[config.mk]
export PLATFORM = sky130hd
export DESIGN_NAME = reg_file_2r1w
export DESIGN_NICKNAME = d
export VERILOG_FILES = /design/src/rtl/reg_file_2r1w.sv
export SDC_FILE = /design/constraint.sdc
export NUM_CORES = 1
export LEC_CHECK = 0
export ABC_AREA = 1
export CAP_MARGIN = 20
export CORE_UTILIZATION = 29
export CTS_BUF_LIST = sky130_fd_sc_hd__clkbuf_2
export DETAILED_ROUTE_END_ITERATION = 6
export GPL_TIMING_DRIVEN = 0
export PLACE_DENSITY = 0.47
export SYNTH_ARGS = -nofsm -noshare
export SYNTH_HDL_FRONTEND = slang
export SYNTH_SLANG_ARGS = --single-unit
[constraint.sdc]
create_clock -name clk -period 2.7 [get_ports clk]
set_clock_uncertainty 0.15 [all_clocks]
set_input_delay 0.27 -clock clk [delete_from_list [all_inputs] [get_ports clk]]
set_output_delay 0.27 -clock clk [all_outputs]
set_load 0.01 [all_outputs]
[src/rtl/reg_file_2r1w.sv]
// reg_file_2r1w
//
// Two-read / one-write register file that supplies the operand pair to the
// downstream 2:1 operand-select mux. Both read ports are registered, so
// rdata0/rdata1 drive the mux a/b inputs directly with a full cycle of slack.
//
// Ports:
//   clk     in   rising-edge clock
//   rst     in   synchronous active-high reset; clears array and outputs,
//                and drops any read or write presented in the same cycle
//   wena    in   write enable
//   waddr   in   [ADDR_W-1:0] write address
//   wdata   in   [WIDTH-1:0]  write data
//   rena    in   read enable shared by both read ports
//   raddr0  in   [ADDR_W-1:0] read address, port 0
//   raddr1  in   [ADDR_W-1:0] read address, port 1
//   rdata0  out  [WIDTH-1:0]  registered read data, port 0 (mux a)
//   rdata1  out  [WIDTH-1:0]  registered read data, port 1 (mux b)
//   rvalid  out  one-cycle strobe marking fresh rdata0/rdata1
//
// Configuration macro: REGFILE_FORWARD_EN
//   defined   - a read colliding with a same-edge write returns wdata
//   undefined - a colliding read returns the pre-write entry contents

module reg_file_2r1w #(
    parameter int WIDTH  = 32,
    parameter int ADDR_W = 3
) (
    input  logic              clk,
    input  logic              rst,
    input  logic              wena,
    input  logic [ADDR_W-1:0] waddr,
    input  logic [WIDTH-1:0]  wdata,
    input  logic              rena,
    input  logic [ADDR_W-1:0] raddr0,
    input  logic [ADDR_W-1:0] raddr1,
    output logic [WIDTH-1:0]  rdata0,
    output logic [WIDTH-1:0]  rdata1,
    output logic              rvalid
);

    localparam int DEPTH = 1 << ADDR_W;

    logic [WIDTH-1:0] mem [DEPTH];
    logic [WIDTH-1:0] rd0_next;
    logic [WIDTH-1:0] rd1_next;

    // Read-port source selection. The array read is the pre-write value
    // because the write lands on the same edge the read data is captured.
`ifdef REGFILE_FORWARD_EN
    always_comb begin
        rd0_next = mem[raddr0];
        rd1_next = mem[raddr1];
        if (wena && (waddr == raddr0)) rd0_next = wdata;
        if (wena && (waddr == raddr1)) rd1_next = wdata;
    end
`else
    always_comb begin
        rd0_next = mem[raddr0];
        rd1_next = mem[raddr1];
    end
`endif

    always_ff @(posedge clk) begin
        if (rst) begin
            for (int i = 0; i < DEPTH; i++) begin
                mem[i] <= '0;
            end
            rdata0 <= '0;
            rdata1 <= '0;
            rvalid <= 1'b0;
        end else begin
            if (wena) begin
                mem[waddr] <= wdata;
            end
            rvalid <= rena;
            if (rena) begin
                rdata0 <= rd0_next;
                rdata1 <= rd1_next;
            end
        end
    end

endmodule

## Yosys cells after proc, flatten, opt, wreduce, memory -nomap -nowiden

Memory sizes are Yosys's and may differ from the RTL's. A register that Yosys moved wholly into a read port is not among the register bits.
Index checks and enable logic that the tools add are counted.

| word-level totals | value |
|---|---|
| input port bits | 45 |
| memories | 1 |
| output and inout bits | 65 |
| RAM bits | 256 |
| register bits after elaboration | 1 |
| logic and storage cells | 11 |

Memory list:

| memory | depth | bits a word | read ports | clocked after memory_dff | wr ports | RTL line | source |
|---|---|---|---|---|---|---|---|
| mem | 8 | 32 | 2 | 2 | 8 | 44 | `logic [WIDTH-1:0] mem [DEPTH];` |

| operators by class | value |
|---|---|
| muxes and demuxes | 8 |
| reduce and logical (&&, ||, !) cells | 1 |

Operators with widths:

| operator | count |
|---|---|
| 2-to-1 mux 32 bit | 1 |
| OR reduction 32 bit | 1 |
| 2-to-1 mux 1 bit | 6 |
| 2-to-1 mux 3 bit | 1 |

## Logic depth before layout (Yosys ltp)

Gate-level depths: netlist of run 1.

| logic depth | value |
|---|---|
| depth in word-level cells | 5 |
| gate-level depth with buffers | 8 |
| depth with buffers taken out | 6 |

## Least setup slack after synthesis of run 1

No wires, ideal clock.

| timing | value |
|---|---|
| path type | in2reg |
| start | input rst |
| end | memory mem[1][0] (enable) |
| arrival time | 1.593 ns |
| cell stages on the path | 6 |
| library setup time | 0.389 ns |
| path slack | 0.568 ns |
| cells stage by stage | inv_2 nand2_1 nor2_2 nand2_1 buf_2 nand2_1 |

RTL lines:

| what | RTL line | source |
|---|---|---|
| start: declaration | 30 | `input logic rst,` |
| end: declaration | 44 |  |

==> flow_results.xml, run 1 <==
<?xml version="1.0" encoding="UTF-8"?>
<metrics>
  <group name="routing">
    <metric name="drt-pass1-iter-count" unit="">6</metric>
    <metric name="drt-vias-per-instance" unit="">5.023</metric>
    <metric name="detail_route.wirelength" unit="um">70670</metric>
    <metric name="route.antenna.remaining_nets" unit="">0</metric>
    <metric name="route.vias.total" unit="">16110</metric>
    <metric name="average_routed_wire_per_standard_cell" unit="um">22.04</metric>
    <metric name="drc_errors" unit="">0</metric>
    <metric name="initialDrtViolationCount" unit="">1915</metric>
  </group>
  <group name="yosys">
    <metric name="syn_nets" unit="">2175</metric>
    <metric name="synth_seq_area_share" unit="%">54.28</metric>
    <metric name="yosys_warnings" unit="">0</metric>
    <metric name="postSynthAreaPerCell" unit="um^2">7.774</metric>
    <metric name="mappedNetlistArea" unit="um^2">16560</metric>
    <metric name="post-synth-top-area-fraction" unit="%">46.42</metric>
    <metric name="synth-seq-cells" unit="">321</metric>
    <metric name="post_synth_inst_count" unit="">2130</metric>
    <metric name="yosysUniqueCellTypes" unit="">15</metric>
    <metric name="synth_top_area_cell" unit="">sky130_fd_sc_hd__edfxtp_1</metric>
    <metric name="synth_area_leaders" unit="">sky130_fd_sc_hd__edfxtp_1, sky130_fd_sc_hd__nand2_1, sky130_fd_sc_hd__nand3_1, sky130_fd_sc_hd__dfxtp_1, sky130_fd_sc_hd__inv_1</metric>
  </group>
  <group name="hold_path">
    <metric name="cell_depth_of_the_worst_min_delay_path" unit="">4</metric>
    <metric name="hold_class" unit="">in -&gt; reg</metric>
    <metric name="worst_hold_path.endpoint" unit="">mem[2][0]$_SDFFCE_PN0P_</metric>
    <metric name="hold_path_startpoint" unit="">waddr[0]</metric>
  </group>
  <group name="worst_setup_path">
    <metric name="setup.worst_path.start_class" unit="">input port</metric>
    <metric name="worstPathMaxFanout" unit="">18</metric>
    <metric name="timing.setup.critical_path_class" unit="">in -&gt; reg</metric>
    <metric name="cp.required" unit="ps">3270</metric>
    <metric name="timing.critical_path.arrival" unit="ps">3260</metric>
    <metric name="setup.worst_path.end_class" unit="">flop</metric>
    <metric name="worst_r2r_startpoint" unit="">mem[0][29]$_SDFFCE_PN0P_</metric>
    <metric name="reg2reg_to" unit="">rdata1[29]$_SDFFE_PP0P_</metric>
    <metric name="rr_worst_depth" unit="">7</metric>
    <metric name="setup.reg_to_reg.worst_slack" unit="ps">970</metric>
  </group>
  <group name="placed_design">
    <metric name="placement.io_buffers" unit="">106</metric>
    <metric name="gp_congestion" unit="">0.8718</metric>
    <metric name="place_hpwl" unit="um">46280</metric>
    <metric name="place_worst_setup_slack" unit="ps">-431.0</metric>
  </group>
  <group name="timing">
    <metric name="maxClockFrequency" unit="GHz">0.3710</metric>
    <metric name="setup-violations-final" unit="">0</metric>
    <metric name="timing.slew.headroom" unit="%">26.75</metric>
    <metric name="finalHoldWorstSlack" unit="ps">126.3</metric>
    <metric name="hold_violations" unit="">0</metric>
    <metric name="setup_tns" unit="ps">0</metric>
    <metric name="finalWorstSetupSlack" unit="ps">4.382</metric>
    <metric name="min_period" unit="ps">2696</metric>
    <metric name="max_slew.worst_pin.slew" unit="ps">1099</metric>
    <metric name="post-route-period-util" unit="%">99.84</metric>
    <metric name="grt_setup_unrepaired" unit="">no</metric>
    <metric name="report.final.slew_viol_count" unit="">0</metric>
  </group>
  <group name="global_route">
    <metric name="number_of_antenna_violations_at_the_first_check_in_global_routing" unit="">3</metric>
    <metric name="grt_util_all_layers" unit="%">24.42</metric>
    <metric name="overflow" unit="">0</metric>
    <metric name="pin_count_of_the_biggest_net_entering_global_routing" unit="">23</metric>
    <metric name="first_global_vias" unit="">15290</metric>
    <metric name="global_route_wire_length_before_repair" unit="um">100800</metric>
  </group>
  <group name="power_and_ir_drop">
    <metric name="cellPowerDensity" unit="nW/um^2">566.4</metric>
    <metric name="static-leakage-power" unit="nW">9.254</metric>
    <metric name="vdd_ir_drop_max" unit="V">0.0002011</metric>
    <metric name="p_total" unit="mW">11.31</metric>
  </group>
  <group name="die">
    <metric name="core_area" unit="um^2">56390</metric>
    <metric name="die_area" unit="um^2">58060</metric>
    <metric name="boundaryPins" unit="">110</metric>
    <metric name="fp-row-count" unit="">87</metric>
    <metric name="vertical_die_dimension" unit="um">241.0</metric>
    <metric name="die_width" unit="um">241.0</metric>
    <metric name="initial_core_util" unit="%">29.37</metric>
  </group>
  <group name="finish">
    <metric name="nNetsFinal" unit="">2420</metric>
    <metric name="multiInputGateArea" unit="um^2">5816</metric>
    <metric name="area.growth.synth_to_final" unit="%">20.54</metric>
    <metric name="mostFrequentLayoutCell" unit="">sky130_fd_sc_hd__nand2_1</metric>
    <metric name="regArea" unit="um^2">8989</metric>
    <metric name="layout.cells.most_common_list" unit="">sky130_fd_sc_hd__nand2_1, sky130_fd_sc_hd__nand3_1, sky130_fd_sc_hd__inv_1</metric>
    <metric name="utilization" unit="%">35.40</metric>
    <metric name="post_route_cells_drive_above_1_share" unit="%">11.07</metric>
    <metric name="nFillCells" unit="">6109</metric>
  </group>
  <group name="clock_tree">
    <metric name="clock-sinks" unit="">321</metric>
    <metric name="tritoncts_clock_tree" unit="">yes</metric>
    <metric name="clock-root-buffer" unit="">sky130_fd_sc_hd__clkbuf_2</metric>
    <metric name="clk_path_buf_depth" unit="">3</metric>
    <metric name="number_of_post_cts_setup_repair_buffers" unit="">0</metric>
    <metric name="path_clk_slew" unit="ps">120</metric>
    <metric name="cts_buffers" unit="">90</metric>
    <metric name="worstSkewPairLatency" unit="ps">1090</metric>
    <metric name="ctsHtreeMaxLevel" unit="">3</metric>
  </group>
  <group name="job">
    <metric name="max_cap_viol_count" unit="">0</metric>
  </group>
  <group name="run_status">
    <metric name="outcome" unit="">complete, no violations</metric>
  </group>
</metrics>
==> through the flow <==
step | instance area (um^2) | cells
4_1_cts | 19940 | 3205
3_3_place_gp | 18570 | 2992
5_1_grt | 19960 | 3207
3_5_place_dp | 18750 | 3000
2_1_floorplan | 16560 | 2130
6_report | 19960 | 3207
==> layer usage <==
layer,global-route usage (%),share of wire (%),vias to the layer above
met3,4.792,10,161
met1,33.46,42,7636
met2,37.28,44,983
li1,-,-,7328
met5,0,0,-
met4,10.63,3.6,0
==> synth_stat cells <==
cell type                  number
sky130_fd_sc_hd__o21ai_0       64
sky130_fd_sc_hd__nand3_1      384
sky130_fd_sc_hd__nor2_2         2
sky130_fd_sc_hd__buf_6          1
sky130_fd_sc_hd__nor2_1       260
sky130_fd_sc_hd__inv_1        295
sky130_fd_sc_hd__buf_1          5
sky130_fd_sc_hd__buf_2         99
sky130_fd_sc_hd__clkbuf_1      35
sky130_fd_sc_hd__a21oi_1       64
sky130_fd_sc_hd__inv_2          5
sky130_fd_sc_hd__nand2_1      594
sky130_fd_sc_hd__edfxtp_1     256
sky130_fd_sc_hd__buf_4          1
sky130_fd_sc_hd__dfxtp_1       65
==> what timing repair did <==
action                     4_1_cts  5_1_grt
hold buffers                    39        0
setup endpoints to repair        0       16
hold endpoints to repair       321        0
resized for setup                0        3
==> worst max path at each step <==
| stage | start | to | slack [ps] | cells after the start |
|---|---|---|---|---|
| 6_report | rst | mem[3][15]$_SDFFCE_PN0P_ | 4 | 9 |
| 5_1_grt | rst | mem[3][15]$_SDFFCE_PN0P_ | 30 | 9 |
| 4_1_cts | rdata1[15]$_SDFFE_PP0P_ | rdata1[15] | 100 | 1 |
| 3_5_place_dp | rst | mem[4][9]$_SDFFCE_PN0P_ | -430 | 8 |
| 3_3_place_gp | rst | mem[5][12]$_SDFFCE_PN0P_ | -1350 | 7 |
| 2_1_floorplan | rst | mem[1][0]$_SDFFCE_PN0P_ | 570 | 6 |
==> cells by family after synthesis <==
logic type / Yosys count / share of synthesized area [%]
buffers and inverters: 441 / 10.81
flip-flops: 321 / 54.28
AND/OR/NAND/NOR: 1240 / 31.04
AO/OA/AOI/OAI: 128 / 3.869
==> layout make-up <==
cell class / count / share of cell area [%]
buffer: 141 / 3.328
sequential: 321 / 45.03
inverter: 300 / 5.641
multi-input combinational: 1368 / 29.13
clock buffer: 143 / 3.585
antenna: 2 / 0.02507
timing repair buffer: 153 / 8.073
tap: 756 / 4.739
clock inverter: 23 / 0.4450
==> registers in the layout (all words and copies together) (netlist names) <==
| signal | flops |
|---|---|
| rdata0 | 32 |
| rvalid | 1 |
| rdata1 | 32 |
| mem | 256 |
==> worst max-delay path, cell delays in order <==
cell and delay [ps]:
sky130_fd_sc_hd__dlygate4sd3_1 530, sky130_fd_sc_hd__clkdlybuf4s50_1 460, sky130_fd_sc_hd__inv_2 310, sky130_fd_sc_hd__nand2_1 170, sky130_fd_sc_hd__nor2_2 180, sky130_fd_sc_hd__nand2_1 220
sky130_fd_sc_hd__buf_2 310, sky130_fd_sc_hd__nand2_2 510, sky130_fd_sc_hd__buf_12 260
==> where the power goes <==
| part | switching [mW] | internal, mW | total (mW) |
|---|---|---|---|
| Combinational | 1.31 | 0.621 | 1.93 |
| Sequential | 0.111 | 5.65 | 5.76 |
| Clock | 2.22 | 1.39 | 3.61 |
No activity file was read; power rests on OpenSTA's default activity.
==> run 2: changes to the inputs <==
--- a/config.mk
+++ b/config.mk
@@ -10,8 +10,10 @@
 export CORE_UTILIZATION = 29
 export CTS_BUF_LIST = sky130_fd_sc_hd__clkbuf_2
 export DETAILED_ROUTE_END_ITERATION = 6
+export GPL_ROUTABILITY_DRIVEN = 0
 export GPL_TIMING_DRIVEN = 0
 export PLACE_DENSITY = 0.47
+export SLEW_MARGIN = 20
 export SYNTH_ARGS = -nofsm -noshare
 export SYNTH_HDL_FRONTEND = slang
 export SYNTH_SLANG_ARGS = --single-unit
==> run 2 against run 1 <==
  * Final area about the same
  * Sequential cell count did not move
  * Register-to-register slack lost 40 ps
  * First-iteration DRC count is 8.1% higher
  * Sequential power is essentially flat
  * Critical path depth did not move
  * Clock power is 11% higher
  * Total power up 3.3%
  * Via count decreased by 0.63%
  * Combinational power barely moved
==> flow_results.xml, run 2 (synthesized netlist as in run 1, its figures left out) <==
<?xml version="1.0" encoding="UTF-8"?>
<metrics>
  <group name="worst_setup_path">
    <metric name="cell_chain_of_the_critical_path" unit="">dlygate4sd3_1 &gt; clkdlybuf4s50_1 &gt; inv_2 &gt; nand2_1 &gt; nor2_2 &gt; nand2_1 &gt; buf_2 &gt; nand2_2 &gt; buf_12</metric>
    <metric name="slowest_stage" unit="">sky130_fd_sc_hd__dlygate4sd3_1</metric>
    <metric name="critPathMaxStageDelay" unit="ps">530</metric>
    <metric name="setup.worst_path.start_class" unit="">input port</metric>
    <metric name="critPathTopFamily" unit="">buffers and inverters</metric>
    <metric name="cp.required" unit="ps">3300</metric>
    <metric name="critical_path_buf_inv_count" unit="">5</metric>
    <metric name="worst_setup_path_startpoint" unit="">rst</metric>
    <metric name="worst_r2r_startpoint" unit="">mem[1][29]$_SDFFCE_PN0P_</metric>
    <metric name="setup.reg_to_reg.worst_slack" unit="ps">930</metric>
    <metric name="timing.setup.critical_path_class" unit="">in -&gt; reg</metric>
    <metric name="crit_path_frequent_cell" unit="">sky130_fd_sc_hd__nand2_1</metric>
    <metric name="setup.worst_path.end_class" unit="">flop</metric>
    <metric name="timing.critical_path.arrival" unit="ps">3250</metric>
    <metric name="worstPathMaxFanout" unit="">18</metric>
  </group>
  <group name="routing">
    <metric name="drt-vias-per-instance" unit="">5.000</metric>
    <metric name="drt-pass1-iter-count" unit="">6</metric>
    <metric name="route.antenna.remaining_nets" unit="">0</metric>
    <metric name="detail_route.wirelength" unit="um">70820</metric>
    <metric name="initialDrtViolationCount" unit="">2071</metric>
    <metric name="average_routed_wire_per_standard_cell" unit="um">22.12</metric>
    <metric name="route.vias.total" unit="">16010</metric>
    <metric name="drc_errors" unit="">0</metric>
  </group>
  <group name="run_status">
    <metric name="outcome" unit="">complete, no violations</metric>
  </group>
  <group name="finish">
    <metric name="mostFrequentLayoutCell" unit="">sky130_fd_sc_hd__nand2_1</metric>
    <metric name="layout.cells.most_common_list" unit="">sky130_fd_sc_hd__nand2_1, sky130_fd_sc_hd__nand3_1, sky130_fd_sc_hd__inv_1</metric>
    <metric name="largest_reg_flops" unit="">256</metric>
    <metric name="nNetsFinal" unit="">2414</metric>
    <metric name="nFillCells" unit="">6061</metric>
    <metric name="layout_top_registers" unit="">mem x256, rdata0 x32, rdata1 x32</metric>
    <metric name="top_register" unit="">mem</metric>
    <metric name="post_route_cells_drive_above_1_share" unit="%">10.80</metric>
    <metric name="area.growth.synth_to_final" unit="%">20.57</metric>
    <metric name="final_area" unit="um^2">19970</metric>
  </group>
  <group name="timing">
    <metric name="finalWorstSetupSlack" unit="ps">49.41</metric>
    <metric name="max_slew.worst_pin.slew" unit="ps">1059</metric>
    <metric name="post-route-period-util" unit="%">98.17</metric>
    <metric name="finalHoldWorstSlack" unit="ps">83.71</metric>
    <metric name="maxClockFrequency" unit="GHz">0.3773</metric>
    <metric name="setup_tns" unit="ps">0</metric>
    <metric name="grt_setup_unrepaired" unit="">no</metric>
    <metric name="timing.slew.headroom" unit="%">29.40</metric>
    <metric name="min_period" unit="ps">2651</metric>
    <metric name="hold_violations" unit="">0</metric>
    <metric name="report.final.slew_viol_count" unit="">0</metric>
    <metric name="setup-violations-final" unit="">0</metric>
  </group>
  <group name="power_and_ir_drop">
    <metric name="power_report.internal_total" unit="mW">7.977</metric>
    <metric name="combPwrFrac" unit="%">16.4</metric>
    <metric name="power.clock.fraction" unit="%">34.2</metric>
    <metric name="cellPowerDensity" unit="nW/um^2">585.1</metric>
    <metric name="seqPwrFrac" unit="%">49.3</metric>
    <metric name="static-leakage-power" unit="nW">9.244</metric>
    <metric name="vdd_ir_drop_max" unit="V">0.0002606</metric>
    <metric name="net_sw_power" unit="mW">3.704</metric>
    <metric name="sw_frac_of_total" unit="%">31.71</metric>
  </group>
  <group name="die">
    <metric name="vertical_die_dimension" unit="um">241.0</metric>
    <metric name="initial_core_util" unit="%">29.37</metric>
    <metric name="die_width" unit="um">241.0</metric>
    <metric name="fp-row-count" unit="">87</metric>
    <metric name="core_area" unit="um^2">56390</metric>
    <metric name="boundaryPins" unit="">110</metric>
    <metric name="die_area" unit="um^2">58060</metric>
  </group>
  <group name="global_route">
    <metric name="first_global_vias" unit="">15220</metric>
    <metric name="global_route_wire_length_before_repair" unit="um">100800</metric>
    <metric name="grt_util_all_layers" unit="%">24.48</metric>
    <metric name="pin_count_of_the_biggest_net_entering_global_routing" unit="">33</metric>
    <metric name="overflow" unit="">0</metric>
    <metric name="number_of_antenna_violations_at_the_first_check_in_global_routing" unit="">1</metric>
  </group>
  <group name="clock_tree">
    <metric name="path_clk_slew" unit="ps">110</metric>
    <metric name="clk_path_buf_depth" unit="">3</metric>
    <metric name="ctsHtreeMaxLevel" unit="">3</metric>
    <metric name="clock-root-buffer" unit="">sky130_fd_sc_hd__clkbuf_2</metric>
    <metric name="cts_buffers" unit="">89</metric>
    <metric name="tritoncts_clock_tree" unit="">yes</metric>
    <metric name="clock-sinks" unit="">321</metric>
    <metric name="worstSkewPairLatency" unit="ps">1110</metric>
    <metric name="post_cts_repair_resize_count" unit="">0</metric>
  </group>
  <group name="hold_path">
    <metric name="hold_path_startpoint" unit="">raddr1[1]</metric>
    <metric name="hold_class" unit="">in -&gt; reg</metric>
  </group>
  <group name="placed_design">
    <metric name="placement.io_buffers" unit="">106</metric>
    <metric name="area_post_placement" unit="um^2">18670</metric>
    <metric name="place_worst_setup_slack" unit="ps">-433.5</metric>
    <metric name="place_hpwl" unit="um">45600</metric>
  </group>
  <group name="job">
    <metric name="max_cap_viol_count" unit="">0</metric>
  </group>
</metrics>
==> run 2: cell count changes in the layout (fill, tap and decap cells not counted) <==
| cell | previous run | this run |
|---|---|---|
| sky130_fd_sc_hd__diode_2 | 2 | 1 |
| sky130_fd_sc_hd__clkinv_2 | 2 | 3 |
| sky130_fd_sc_hd__clkbuf_2 | 143 | 135 |
| sky130_fd_sc_hd__inv_2 | 7 | 8 |
| sky130_fd_sc_hd__bufinv_16 | 0 | 4 |
| sky130_fd_sc_hd__nand2_4 | 3 | 5 |
| sky130_fd_sc_hd__buf_12 | 8 | 3 |
| sky130_fd_sc_hd__nand2_2 | 5 | 3 |
| sky130_fd_sc_hd__clkinv_1 | 19 | 21 |
==> run 2: what timing repair did <==
item                      CTS  global route
hold buffers               39             0
setup buffers               0             0
hold endpoints to repair  321             0
==> run 2: per-layer routing <==
metal | vias to the layer above | wire, um | GRT usage, %
li1 | 7316 | - | -
met1 | 7576 | 29620 | 33.30
met2 | 936 | 30470 | 36.64
met3 | 178 | 7657 | 4.930
met5 | - | 0 | 0
met4 | 0 | 3077 | 12.68
==> run 2: power by group through the flow <==
| stage | Combinational, mW | Clock [mW] | Sequential [mW] |
|---|---|---|---|
| 2_1_floorplan | 0.962 | 0 | 5.89 |
| 3_3_place_gp | 1.80 | 0 | 5.88 |
| 3_5_place_dp | 1.83 | 0 | 5.88 |
| 4_1_cts | 1.88 | 4.07 | 5.77 |
| 5_1_grt | 2.06 | 4.33 | 5.80 |
| 6_report | 1.92 | 4.00 | 5.76 |
==> run 2: stage by stage <==
| step | utilization, % | std cells | total power, mW |
|---|---|---|---|
| 3_5_place_dp | 33.11 | 2995 | 7.709 |
| 3_3_place_gp | 32.93 | 2992 | 7.684 |
| 6_report | 35.41 | 3201 | 11.68 |
| 2_1_floorplan | - | 2130 | 6.848 |
| 5_1_grt | 35.41 | 3201 | 12.19 |
| 4_1_cts | 35.40 | 3200 | 11.72 |
==> run 2: cell type report <==
cell class	count	area, um^2	area share (%)
Antenna cell	1	2.502	0.01253
Inverter	300	1126	5.640
Timing Repair Buffer	148	1511	7.570
Buffer	141	664.4	3.328
Clock buffer	135	675.6	3.384
Clock inverter	31	225.2	1.128
Tap cell	756	945.9	4.738
Multi-Input combinational cell	1368	5826	29.18
Sequential cell	321	8989	45.02
==> run 2: worst register-to-register path: cells and delay by family (launching register included) <==
kind                   cells  cell delay (ps)
AOI/OAI and AO/OA          1               70
buffers and inverters      2              660
DFF                        1              370
and+or+nand+nor            4              410
==> run 2: worst paths after layout <==
path                                   to  cells after the start
setup reg to reg  rdata1[29]$_SDFFE_PP0P_                      7
hold reg to reg   rdata0[26]$_SDFFE_PP0P_                      2
setup / recovery  mem[4][7]$_SDFFCE_PN0P_                      9
hold / removal    rdata1[18]$_SDFFE_PP0P_                      6
==> run 3: changes to the inputs <==
--- a/config.mk
+++ b/config.mk
@@ -12,7 +12,7 @@
 export DETAILED_ROUTE_END_ITERATION = 6
 export GPL_ROUTABILITY_DRIVEN = 0
 export GPL_TIMING_DRIVEN = 0
-export PLACE_DENSITY = 0.47
+export PLACE_DENSITY_LB_ADDON = 0.25
 export SLEW_MARGIN = 20
 export SYNTH_ARGS = -nofsm -noshare
 export SYNTH_HDL_FRONTEND = slang
==> constraint.sdc (replaced) <==
create_clock -name clk -period 2.7 [get_ports clk]
set_clock_uncertainty 0.15 [all_clocks]
set_input_delay 0.54 -clock clk [delete_from_list [all_inputs] [get_ports clk]]
set_output_delay 0.54 -clock clk [all_outputs]
set_load 0.01 [all_outputs]
==> run 3 against run 2 <==
  * The run now ends with design-rule violations left
  * Maximum frequency rose by 1.2%
  * Setup slack gained 31 ps
  * Final area decreased by 2.1%
  * Total power fell by 3.7%
  * Sequential power is essentially flat
  * Die area is the same
  * Critical path depth fell by 8
  * Count of clock-buffer cells in the layout shrank 8
  * First-iteration DRC count rose by 4.0%
  * Utilization shrank 0.75 points
  * Register-to-register slack better by 90 ps
  * Hold slack better by 4.5 ps
==> flow_results.xml, run 3 (synthesized netlist as in run 1, its figures left out) <==
<?xml version="1.0" encoding="UTF-8"?>
<metrics>
  <group name="routing">
    <metric name="route.vias.total" unit="">16020</metric>
    <metric name="initialDrtViolationCount" unit="">2153</metric>
    <metric name="average_routed_wire_per_standard_cell" unit="um">22.06</metric>
    <metric name="route.antenna.remaining_nets" unit="">0</metric>
    <metric name="drt-pass1-iter-count" unit="">7</metric>
    <metric name="drc_errors" unit="">3</metric>
    <metric name="detail_route.wirelength" unit="um">69670</metric>
    <metric name="drt-vias-per-instance" unit="">5.070</metric>
  </group>
  <group name="worst_setup_path">
    <metric name="cp.required" unit="ps">2010</metric>
    <metric name="rr_worst_depth" unit="">7</metric>
    <metric name="timing.critical_path.arrival" unit="ps">1930</metric>
    <metric name="worstPathMaxFanout" unit="">2</metric>
    <metric name="slowest_stage" unit="">sky130_fd_sc_hd__clkdlybuf4s50_1</metric>
    <metric name="critPathMaxStageDelay" unit="ps">530</metric>
    <metric name="critPathTopFamily" unit="">buffers and inverters</metric>
    <metric name="timing.critical_path.depth" unit="">1</metric>
    <metric name="cell_chain_of_the_critical_path" unit="">clkdlybuf4s50_1</metric>
    <metric name="setup.worst_path.end_class" unit="">output pin</metric>
    <metric name="critical_path_buf_inv_count" unit="">1</metric>
    <metric name="setup.worst_path.start_class" unit="">flop</metric>
    <metric name="timing.setup.critical_path_class" unit="">reg -&gt; out</metric>
  </group>
  <group name="timing">
    <metric name="min_period" unit="ps">2620</metric>
    <metric name="report.final.slew_viol_count" unit="">0</metric>
    <metric name="grt_setup_unrepaired" unit="">no</metric>
    <metric name="timing.slew.headroom" unit="%">26.02</metric>
    <metric name="post-route-period-util" unit="%">97.03</metric>
    <metric name="maxClockFrequency" unit="GHz">0.3817</metric>
    <metric name="hold_violations" unit="">0</metric>
    <metric name="max_slew.worst_pin.slew" unit="ps">1110</metric>
    <metric name="setup_tns" unit="ps">0</metric>
    <metric name="setup-violations-final" unit="">0</metric>
  </group>
  <group name="placed_design">
    <metric name="placement.io_buffers" unit="">106</metric>
    <metric name="area_post_placement" unit="um^2">18730</metric>
    <metric name="place_hpwl" unit="um">45330</metric>
  </group>
  <group name="global_route">
    <metric name="grt_util_all_layers" unit="%">24.00</metric>
    <metric name="overflow" unit="">0</metric>
    <metric name="first_global_vias" unit="">15510</metric>
    <metric name="pin_count_of_the_biggest_net_entering_global_routing" unit="">33</metric>
    <metric name="global_route_wire_length_before_repair" unit="um">99640</metric>
    <metric name="number_of_antenna_violations_at_the_first_check_in_global_routing" unit="">4</metric>
  </group>
  <group name="clock_tree">
    <metric name="worstSkewPairLatency" unit="ps">1080</metric>
    <metric name="clk_path_buf_depth" unit="">3</metric>
    <metric name="number_of_post_cts_setup_repair_buffers" unit="">0</metric>
    <metric name="clock-root-buffer" unit="">sky130_fd_sc_hd__clkbuf_2</metric>
    <metric name="tritoncts_clock_tree" unit="">yes</metric>
    <metric name="cts_buffers" unit="">84</metric>
    <metric name="ctsHtreeMaxLevel" unit="">3</metric>
    <metric name="clock-sinks" unit="">321</metric>
    <metric name="path_clk_slew" unit="ps">120</metric>
  </group>
  <group name="hold_path">
    <metric name="hold_class" unit="">in -&gt; reg</metric>
    <metric name="cell_depth_of_the_worst_min_delay_path" unit="">3</metric>
  </group>
  <group name="finish">
    <metric name="regArea" unit="um^2">8995</metric>
    <metric name="nNetsFinal" unit="">2378</metric>
    <metric name="multiInputGateArea" unit="um^2">5811</metric>
    <metric name="area.growth.synth_to_final" unit="%">18.03</metric>
    <metric name="final_area" unit="um^2">19550</metric>
    <metric name="mostFrequentLayoutCell" unit="">sky130_fd_sc_hd__nand2_1</metric>
    <metric name="top_register" unit="">mem</metric>
    <metric name="largest_reg_flops" unit="">256</metric>
    <metric name="nFillCells" unit="">6097</metric>
    <metric name="layout_top_registers" unit="">mem x256, rdata0 x32, rdata1 x32</metric>
    <metric name="layout.cells.most_common_list" unit="">sky130_fd_sc_hd__nand2_1, sky130_fd_sc_hd__nand3_1, sky130_fd_sc_hd__inv_1</metric>
    <metric name="post_route_cells_drive_above_1_share" unit="%">10.91</metric>
  </group>
  <group name="job">
    <metric name="max_cap_viol_count" unit="">0</metric>
  </group>
  <group name="die">
    <metric name="initial_core_util" unit="%">29.37</metric>
    <metric name="fp-row-count" unit="">87</metric>
    <metric name="boundaryPins" unit="">110</metric>
    <metric name="core_area" unit="um^2">56390</metric>
    <metric name="vertical_die_dimension" unit="um">241.0</metric>
    <metric name="die_width" unit="um">241.0</metric>
    <metric name="die_area" unit="um^2">58060</metric>
  </group>
  <group name="run_status">
    <metric name="violations" unit="">design-rule violations</metric>
    <metric name="outcome" unit="">complete, but fails checks</metric>
  </group>
  <group name="power_and_ir_drop">
    <metric name="static-leakage-power" unit="nW">9.173</metric>
    <metric name="vdd_ir_drop_max" unit="V">0.0002019</metric>
    <metric name="cellPowerDensity" unit="nW/um^2">575.6</metric>
  </group>
</metrics>
==> run 3: changes by cell type in the layout (fill, tap and decap cells not counted), sizes merged <==
| cell | before | now |
|---|---|---|
| buf | 109 | 112 |
| bufinv | 4 | 2 |
| clkbuf | 170 | 162 |
| clkdlybuf4s50 | 106 | 73 |
| clkinv | 24 | 22 |
| diode | 1 | 2 |
| dlygate4sd2 | 0 | 33 |
| dlygate4sd3 | 39 | 5 |
==> run 3: layout make-up <==
type | instances | share of cell area (%)
Inverter | 300 | 5.761
Clock buffer | 127 | 3.252
Timing Repair Buffer | 117 | 6.165
Multi-Input combinational cell | 1368 | 29.73
Clock inverter | 27 | 0.8066
Antenna cell | 2 | 0.02561
Sequential cell | 321 | 46.02
Tap cell | 756 | 4.840
Buffer | 141 | 3.399
==> run 3: worst paths after layout <==
path / endpoint / slack [ps] / startpoint
worst min-delay path: rdata0[9]$_SDFFE_PP0P_ / 90 / rena
worst min register to register: rdata0[2]$_SDFFE_PP0P_ / 380 / rdata0[2]$_SDFFE_PP0P_
worst max-delay path: rdata1[9] / 80 / rdata1[9]$_SDFFE_PP0P_
worst max register to register: rdata0[4]$_SDFFE_PP0P_ / 1020 / mem[1][4]$_SDFFCE_PN0P_
==> run 3: per-layer routing <==
| metal | GRT usage, % | up-vias | routed length [um] |
|---|---|---|---|
| li1 | - | 7235 | - |
| met1 | 31.14 | 7542 | 27470 |
| met2 | 37.00 | 1061 | 31090 |
| met3 | 6.028 | 174 | 8409 |
| met4 | 12.10 | 4 | 2678 |
| met5 | 0 | - | 23 |
==> run 3: repair_timing <==
item | in CTS | in global routing
resized for setup | 38 | 0
setup endpoints to repair | 33 | 0
hold buffers | 5 | 0
endpoints found under the hold margin | 19 | 0
==> run 3: worst reg2reg max path: stages, from the launching register on <==
cell and delay (ps):
sky130_fd_sc_hd__edfxtp_1 370, sky130_fd_sc_hd__inv_1 80, sky130_fd_sc_hd__nand2_1 50, sky130_fd_sc_hd__nand3_1 90
sky130_fd_sc_hd__nand3_1 130, sky130_fd_sc_hd__nand2_1 130, sky130_fd_sc_hd__a21oi_1 70, sky130_fd_sc_hd__dlygate4sd3_1 580
==> run 3: stage by stage <==
stage / util (%) / cells / power [mW] / setup WS [ps] / hold WS [ps]
after detailed placement: 33.22 / 2998 / 7.708 / -645.4 / 360.7
after global placement: 32.93 / 2992 / 7.662 / -1552 / 360.7
after floorplan: - / 2130 / 6.848 / 297.8 / 390.6
after global routing: 34.66 / 3158 / 11.70 / 5.274 / 134.4
after CTS: 34.65 / 3157 / 11.26 / 1.346 / 10.90
final: 34.66 / 3159 / 11.25 / 80.09 / 88.24
==> run 3: where the power goes <==
group          total (mW)  switching (mW)  internal [mW]  leakage [nW]
Combinational        1.86            1.31          0.556          5.57
Clock                3.62            2.18           1.44         0.610
Sequential           5.77           0.112           5.65          3.00
Total                11.2            3.60           7.65          9.17
